[src/rtl/periph_arbiter.sv]
// periph_arbiter
//   Two-master, single-peripheral arbiter. It runs one transaction at a time
//   and uses round-robin arbitration between the masters.
//   Each transaction moves through IDLE -> ADDR -> (WAIT) -> DONE.
//   A transaction ends with a one-cycle ack. If the peripheral does not
//   acknowledge within ACK_TIMEOUT WAIT cycles, err is raised with the ack.
//
// Ports
//   clk, reset                  clock, asynchronous active-low reset
//   m{0,1}_req/write/addr/wdata master request side (held until ack)
//   m{0,1}_rdata/ack/err        master response side (all registered)
//   s_read, s_write             peripheral strobes
//   s_addr, s_wdata             peripheral address / write data
//   s_rdata, s_read_acc         peripheral read data and read hit (combinational)
//   s_write_acc                 peripheral write hit, one cycle after s_write
//   grant                       one-hot current owner, 00 when idle
module periph_arbiter #(
    parameter int ACK_TIMEOUT = 4
) (
    input  logic        clk,
    input  logic        reset,
    input  logic        m0_req,
    input  logic        m0_write,
    input  logic [31:0] m0_addr,
    input  logic [31:0] m0_wdata,
    output logic [31:0] m0_rdata,
    output logic        m0_ack,
    output logic        m0_err,
    input  logic        m1_req,
    input  logic        m1_write,
    input  logic [31:0] m1_addr,
    input  logic [31:0] m1_wdata,
    output logic [31:0] m1_rdata,
    output logic        m1_ack,
    output logic        m1_err,
    output logic        s_read,
    output logic        s_write,
    output logic [31:0] s_addr,
    output logic [31:0] s_wdata,
    input  logic [31:0] s_rdata,
    input  logic        s_read_acc,
    input  logic        s_write_acc,
    output logic [1:0]  grant
);

    localparam int CW_MIN = $clog2(ACK_TIMEOUT + 1);
    localparam int CW     = (CW_MIN > 3) ? CW_MIN : 3;
    localparam logic [31:0] ERR_DATA = 32'hcccccccc;

    typedef enum logic [1:0] {IDLE, ADDR, WAIT, DONE} state_e;

    state_e        state_q, state_d;
    logic [CW-1:0] cnt_q, cnt_d;
    logic          last_q, last_d;      // 1: m1 was served last
    logic          wr_q, wr_d;
    logic [1:0]    grant_q, grant_d;
    logic [31:0]   s_addr_q, s_addr_d;
    logic [31:0]   s_wdata_q, s_wdata_d;
    logic          s_read_q, s_read_d;
    logic          s_write_q, s_write_d;
    logic [31:0]   m0_rdata_q, m0_rdata_d;
    logic [31:0]   m1_rdata_q, m1_rdata_d;
    logic          m0_ack_q, m0_ack_d;
    logic          m1_ack_q, m1_ack_d;
    logic          m0_err_q, m0_err_d;
    logic          m1_err_q, m1_err_d;

    // Completion request raised by the FSM, applied to the granted master below.
    logic          fin;
    logic          fin_err;
    logic [31:0]   fin_data;
    logic          pick_m1;
    logic          hit;

    always_comb begin
        state_d    = state_q;
        cnt_d      = cnt_q;
        last_d     = last_q;
        wr_d       = wr_q;
        grant_d    = grant_q;
        s_addr_d   = s_addr_q;
        s_wdata_d  = s_wdata_q;
        s_read_d   = 1'b0;
        s_write_d  = 1'b0;
        m0_rdata_d = m0_rdata_q;
        m1_rdata_d = m1_rdata_q;
        m0_ack_d   = 1'b0;
        m1_ack_d   = 1'b0;
        m0_err_d   = 1'b0;
        m1_err_d   = 1'b0;
        fin        = 1'b0;
        fin_err    = 1'b0;
        fin_data   = s_rdata;
        // With both requesting, the master not served last wins.
        pick_m1    = m1_req && (!m0_req || !last_q);
        hit        = wr_q ? s_write_acc : s_read_acc;

        case (state_q)
            IDLE: begin
                grant_d = 2'b00;
                if (m0_req || m1_req) begin
                    wr_d      = pick_m1 ? m1_write : m0_write;
                    s_addr_d  = pick_m1 ? m1_addr  : m0_addr;
                    s_wdata_d = pick_m1 ? m1_wdata : m0_wdata;
                    grant_d   = pick_m1 ? 2'b10 : 2'b01;
                    last_d    = pick_m1;
                    s_read_d  = pick_m1 ? !m1_write : !m0_write;
                    s_write_d = pick_m1 ?  m1_write :  m0_write;
                    state_d   = ADDR;
                end
            end
            ADDR: begin
                if (!wr_q && s_read_acc) begin
                    fin     = 1'b1;
                    state_d = DONE;
                end else begin
                    cnt_d    = '0;
                    s_read_d = !wr_q;   // reads keep strobing while waiting
                    state_d  = WAIT;
                end
            end
            WAIT: begin
                cnt_d = cnt_q + 1'b1;
                if (hit) begin
                    fin     = 1'b1;
                    state_d = DONE;
                end else if (cnt_d == CW'(ACK_TIMEOUT)) begin
                    fin      = 1'b1;
                    fin_err  = 1'b1;
                    fin_data = ERR_DATA;
                    state_d  = DONE;
                end else begin
                    s_read_d = !wr_q;
                end
            end
            DONE: begin
                // grant_q stays visible for the ack cycle, drops on entry to IDLE
                grant_d = 2'b00;
                state_d = IDLE;
            end
            default: state_d = IDLE;
        endcase

        if (fin) begin
            if (grant_q[0]) begin
                m0_ack_d = 1'b1;
                m0_err_d = fin_err;
                if (!wr_q) m0_rdata_d = fin_data;
            end
            if (grant_q[1]) begin
                m1_ack_d = 1'b1;
                m1_err_d = fin_err;
                if (!wr_q) m1_rdata_d = fin_data;
            end
        end
    end

    always_ff @(posedge clk or negedge reset) begin
        if (!reset) begin
            state_q    <= IDLE;
            cnt_q      <= '0;
            last_q     <= 1'b1;
            wr_q       <= 1'b0;
            grant_q    <= 2'b00;
            s_addr_q   <= '0;
            s_wdata_q  <= '0;
            s_read_q   <= 1'b0;
            s_write_q  <= 1'b0;
            m0_rdata_q <= '0;
            m1_rdata_q <= '0;
            m0_ack_q   <= 1'b0;
            m1_ack_q   <= 1'b0;
            m0_err_q   <= 1'b0;
            m1_err_q   <= 1'b0;
        end else begin
            state_q    <= state_d;
            cnt_q      <= cnt_d;
            last_q     <= last_d;
            wr_q       <= wr_d;
            grant_q    <= grant_d;
            s_addr_q   <= s_addr_d;
            s_wdata_q  <= s_wdata_d;
            s_read_q   <= s_read_d;
            s_write_q  <= s_write_d;
            m0_rdata_q <= m0_rdata_d;
            m1_rdata_q <= m1_rdata_d;
            m0_ack_q   <= m0_ack_d;
            m1_ack_q   <= m1_ack_d;
            m0_err_q   <= m0_err_d;
            m1_err_q   <= m1_err_d;
        end
    end

    assign grant    = grant_q;
    assign s_read   = s_read_q;
    assign s_write  = s_write_q;
    assign s_addr   = s_addr_q;
    assign s_wdata  = s_wdata_q;
    assign m0_rdata = m0_rdata_q;
    assign m1_rdata = m1_rdata_q;
    assign m0_ack   = m0_ack_q;
    assign m1_ack   = m1_ack_q;
    assign m0_err   = m0_err_q;
    assign m1_err   = m1_err_q;

endmodule

[config.mk]
export PLATFORM = sky130hd
export DESIGN_NAME = periph_arbiter
export DESIGN_NICKNAME = d
export VERILOG_FILES = /design/src/rtl/periph_arbiter.sv
export SDC_FILE = /design/constraint.sdc
export NUM_CORES = 1
export LEC_CHECK = 0
export ABC_AREA = 0
export CAP_MARGIN = 0
export CORE_ASPECT_RATIO = 0.8
export CORE_MARGIN = 2
export CORE_UTILIZATION = 41
export DETAILED_ROUTE_END_ITERATION = 12
export GPL_TIMING_DRIVEN = 0
export PLACE_DENSITY = 0.8
export SYNTH_ARGS = -nofsm -noshare
export SYNTH_HDL_FRONTEND = slang
export SYNTH_SLANG_ARGS = --single-unit
[constraint.sdc]
create_clock -name clk -period 2.3 [get_ports clk]
set_input_delay 0.46 -clock clk [delete_from_list [all_inputs] [get_ports clk]]
set_output_delay 0.46 -clock clk [all_outputs]
set_load 0.05 [all_outputs]
After elaboration in Yosys (flattened, before gate mapping):

Cells that the tools add are included.

* $add $sub $neg: 1
* eq/ne operators: 7
* multiplexer cells: 39
* bitwise logic cells: 1
* reduce and logical (&&, ||, !) cells: 17

Operators with widths (number)
* $mux W32: 5
* $mux W1: 23
* $mux W2: 5
* $pmux W2 S4: 1
* $pmux W3 S2: 1
* $reduce_and A2 Y1: 3
* $reduce_and A3 Y1: 2
* $logic_not A1 Y1: 5
* $eq A2 B2 Y1 const B: 2
* $ne A2 B2 Y1 const B: 2
* $pmux W2 S2: 1
* $reduce_bool A2 Y1: 2
* $add A3 B1 Y3 const B: 1
* $eq A3 B3 Y1 const B: 1
* $mux W3: 1
* $ne A3 B3 Y1 const B: 1
* $pmux W1 S3: 1
* $eq A2 B1 Y1 const B: 1
* $logic_and A1 B1 Y1: 2
* $logic_not A2 Y1: 1
* $logic_or A1 B1 Y1: 2
* $pmux W1 S2: 1
* $not A1 Y1: 1

* flip-flop bits (word level): 143

Depth between registers and ports, before layout:

Gate-level depths: netlist of the first run.

* word-level depth: 7
* gate-level depth with buffers: 8

Worst setup path before layout of the first run:

No wires, ideal clock.

* kind: flip-flop to flip-flop
* start: register state_q[0]
* end: register m0_rdata_q[23], in the netlist m0_rdata[23]
* setup time: 0.125 ns
* arrival time: 1.766 ns
* required time: 2.175 ns
* slack: 0.409 ns
* cell stages (with the launch flop): 7
* buffers on the path: 1
* period minus slack after synthesis: 1.891 ns
* path through: dfrtp_1 inv_1 ha_1 nand2_1 a211oi_4 buf_4 mux2_2

* word-level cells in the longest chain between the ends: 3

Ends and longest elaborated chain
* from (decl): RTL line 52 `state_e state_q, state_d;`
* from (signal assigned): RTL line 176 `state_q <= state_d;`
* $eq A2 B2 Y1 / $eq A2 B1 Y1 (equally long branches): RTL line 98 `case (state_q)`
* $pmux W1 S2: RTL line 98
* $reduce_and A3 Y1 (no source line)
* to (signal assigned): RTL line 185 `m0_rdata_q <= m0_rdata_d;`
* to (decl): RTL line 61 `logic [31:0] m0_rdata_q, m0_rdata_d;`

Several ways; a longest one is shown, not always the timed one.
A chain may end at the register's enable or synchronous reset.

Final worst setup path of the first run:

* start: register state_q[1]
* end: register m0_rdata_q[27], in the netlist m0_rdata[27]

The elaborated chain is that of the path after synthesis.

==> results.py, run 1 <==
metrics = {
    "timing": {
        "clock-skew-final_ns": 0.00732,
        "setup_viol": 0,
        "fmax_mhz": 472,
        "finalCritPeriodShare_pct": 92.1,
        "rsz0062_at_grt": "false",
        "layout_min_cycle_time_ns": 2.12,
        "drv_slew": 0,
        "max_slew_margin_pct": 54.6,
        "tightest_slew_ns": 0.681,
        "holdWs_ns": 0.0402,
        "hold_violations": 0,
    },
    "run": {
        "maxCapViolations": 0,
    },
    "clock_tree": {
        "clkSinkCount": 143,
        "clock_latency_ns": 0.42,
        "post_cts_buffers": 0,
        "cts_buffers": 17,
        "root_buffer": "clkbuf_16",
        "tritoncts": "yes",
        "clk_transition_reported_paths_ns": 0.06,
        "hold_buffers": 0,
        "clockBufferDepth": 2,
        "cts_max_level": 4,
    },
    "drt": {
        "wirelength_mm": 19.2,
        "drt_first_iter_violations": 222,
        "drc": 0,
        "wl_per_cell_um": 17.2,
        "routed_via_density": 4.79,
        "dr.pass1.iters": 6,
        "via_count": 5334,
        "drtAntennaViolNets": 0,
    },
    "yosys": {
        "post-synth-top-area-cell": "dfrtp_1",
        "syn_area_um2": 6460,
        "synthCells": 562,
        "synthDistinctLibCells": 37,
        "synth_commonest_cells": "142 x dfrtp_1, 96 x mux2i_1, 73 x nand2_1, 69 x o21ai_0, 36 x inv_1",
        "synth.top_cell.area_share_pct": 55.0,
        "synthFlopType": "dfrtp_1",
        "synth_edf_count": 0,
        "async_reset_ff_share_pct": 100,
        "yosys_warnings": 0,
        "synth.most_common_cell": "dfrtp_1",
        "synth_area_leaders": "dfrtp_1 55%, mux2i_1 15%, o21ai_0 5.3%",
        "syn-num-nets": 738,
        "syn_avg_cell_area_um2": 11.5,
        "seq_area_frac_synth_pct": 55.4,
        "ys_ff_latch": 143,
    },
    "worst_setup_path": {
        "critPathLaunchType": "flip-flop",
        "crit_type": "reg -> reg",
        "crit_required_ns": 2.60,
        "critical_path_arrival_ns": 2.42,
        "end_kind": "flip-flop",
        "crit_path_max_fanout": 10,
    },
    "final_layout": {
        "final_core_util_pct": 66.7,
        "fill_cells": 1267,
        "multi_input_area_um2": 2540,
        "regArea_um2": 3580,
        "layout.nets": 1061,
        "drive_above_1_share_pct": 10.1,
        "diodes": 0,
        "area_growth_pct": 61.1,
    },
    "global_route": {
        "grt_pass1_vias": 5594,
        "grt_use_total_pct": 23.2,
        "antenna_found_initial": 0,
        "grt_max_degree": 74,
        "grt_overflow": 0,
        "grt_pass1_wl_mm": 29.5,
    },
    "placed_design": {
        "routabilityCongestion": 0.830,
        "dp_hpwl_mm": 14.6,
        "io_buffers": 303,
    },
    "floorplanning": {
        "dieArea_um2": 16800,
        "ios": 304,
        "die_h_um": 116,
        "die_w_um": 144,
        "row_count": 41,
        "initial_core_util_pct": 41.4,
        "fp.coreArea_um2": 15600,
    },
    "worst_hold_path": {
        "holdCritPathClass": "in -> async",
    },
    "pwr": {
        "powerDensity_nw_per_um2": 1580,
        "p_comb_share_pct": 56.2,
        "switchingPower_mw": 7.82,
        "p_leak_nw": 4.40,
        "irDropWorstVdd_uv": 812,
        "p_seq_share_pct": 26.4,
        "p_total_mw": 16.4,
        "clockPowerShare_pct": 17.4,
        "p_int_mw": 8.60,
        "p_sw_share_pct": 47.6,
    },
    "status": {
        "status": "finished clean",
    },
}
sequential cells by signal, indices dropped and copies added, names as in the netlist:
register and flops:
cnt_q 3, m0_err 1, wr_q 1, grant 2, last_q 1, m1_err 1, m1_ack 1, s_read 1
m1_rdata 32, state_q 2, m0_rdata 32, m0_ack 1, s_wdata 32, s_addr 32, s_write 1
path summary, 6_finish.rpt:
path | startpoint | end | slack [ns] | depth (start not counted)
worst max-delay path | state_q[1]$_DFFE_PN0P_ | m0_rdata[27]$_DFFE_PN0P_ | 0.18 | 6
worst min-delay path | reset | m1_rdata[0]$_DFFE_PN0P_ | 0.04 | 1
worst max register to register | state_q[1]$_DFFE_PN0P_ | m0_rdata[27]$_DFFE_PN0P_ | 0.18 | 6
worst min register to register | s_addr[12]$_DFFE_PN0P_ | s_addr[12]$_DFFE_PN0P_ | 0.48 | 2
max in group asynchronous | reset | last_q$_DFFE_PN1P_ | 1.43 | 2
min in group clk | s_addr[12]$_DFFE_PN0P_ | s_addr[12]$_DFFE_PN0P_ | 0.48 | 2
cells in the final DEF (no fill, tap or decap), types with 5 or more instances in the layout:
cell and instances:
clkdlybuf4s50_1 302, buf_2 9, nand2_1 73, o21ai_0 67, clkbuf_1 14, o21ai_1 17, ha_1 8, clkbuf_16 17
o21bai_1 16, buf_4 10, nor2_1 8, dfrtp_1 142, mux2_2 29, mux2i_1 96, clkinvlp_4 5, inv_1 36
cells by family after synthesis:
kind of cell             Yosys count  share of synthesized area, %
AO/OA/AOI/OAI                    118                          11.1
AND/OR/NAND/NOR                   91                          5.66
buffers and inverters             71                          5.23
adder cells (fa/ha/maj)            8                          1.55
XOR/XNOR                           1                         0.136
flip-flops                       143                          55.4
multiplexers                     130                          20.9
timing repair:
action | CTS | global route
endpoints found under the setup margin | 0 | 5
gates resized for setup | 0 | 2
endpoints found under the hold margin | 0 | 0
power by group through the flow:
stage | Sequential, mW | Clock, mW | Combinational (mW)
after global routing | 4.48 | 3.03 | 9.72
final | 4.33 | 2.86 | 9.23
after detailed placement | 4.37 | 0 | 9.24
after CTS | 4.34 | 2.91 | 9.30
after floorplan | 8.19 | 0 | 2.05
after global placement | 4.31 | 0 | 9.13
final cells by class:
class / instances / share of cell area, %
multi-input cells: 348 / 24.4
repair buffers: 304 / 29.4
clock inverters: 12 / 1.53
well taps: 215 / 2.59
inverters: 36 / 1.30
flip-flops and latches: 143 / 34.4
clock buffers: 20 / 4.39
plain buffers: 35 / 1.95
per-layer routing:
metal / share of wire [%] / global-route usage [%]
met1: 40 / 27.7
met2: 50 / 39.7
met3: 7.3 / 7.67
met4: 2.6 / 8.28
met5: 0 / 0
stage by stage:
stage	instances	setup slack, ns	TNS [ns]	cell area [um2]
2_1_floorplan	562	0.409	0	6460
3_3_place_gp	1080	-5.00	-713.15	9760
3_5_place_dp	1081	-0.0760	-2.00	9790
4_1_cts	1113	0.130	0	10400
5_1_grt	1113	0.0156	0	10400
6_report	1113	0.182	0	10400
critical path, stage by stage, from the launching register on:
cell      delay, ns
dfrtp_1        0.43
inv_1          0.10
ha_1           0.31
o21ai_2        0.14
a211oi_4       0.38
buf_4          0.29
mux2_2         0.36
No activity file was read; power rests on OpenSTA's default activity.
==> run 2, diff against run 1 <==
==> constraint.sdc (replaced) <==
create_clock -name clk -period 2.3 [get_ports clk]
set_input_delay 0.46 -clock clk [delete_from_list [all_inputs] [get_ports clk]]
set_output_delay 0.46 -clock clk [all_outputs]
set_load 0.02 [all_outputs]
==> results of run 2 <==
The final DEF is identical to that of run 1. Status: finished clean.
Among the figures that moved: total power 16.4 mW -> 13.9 mW; worst IR drop on VDD 812 uV -> 534 uV
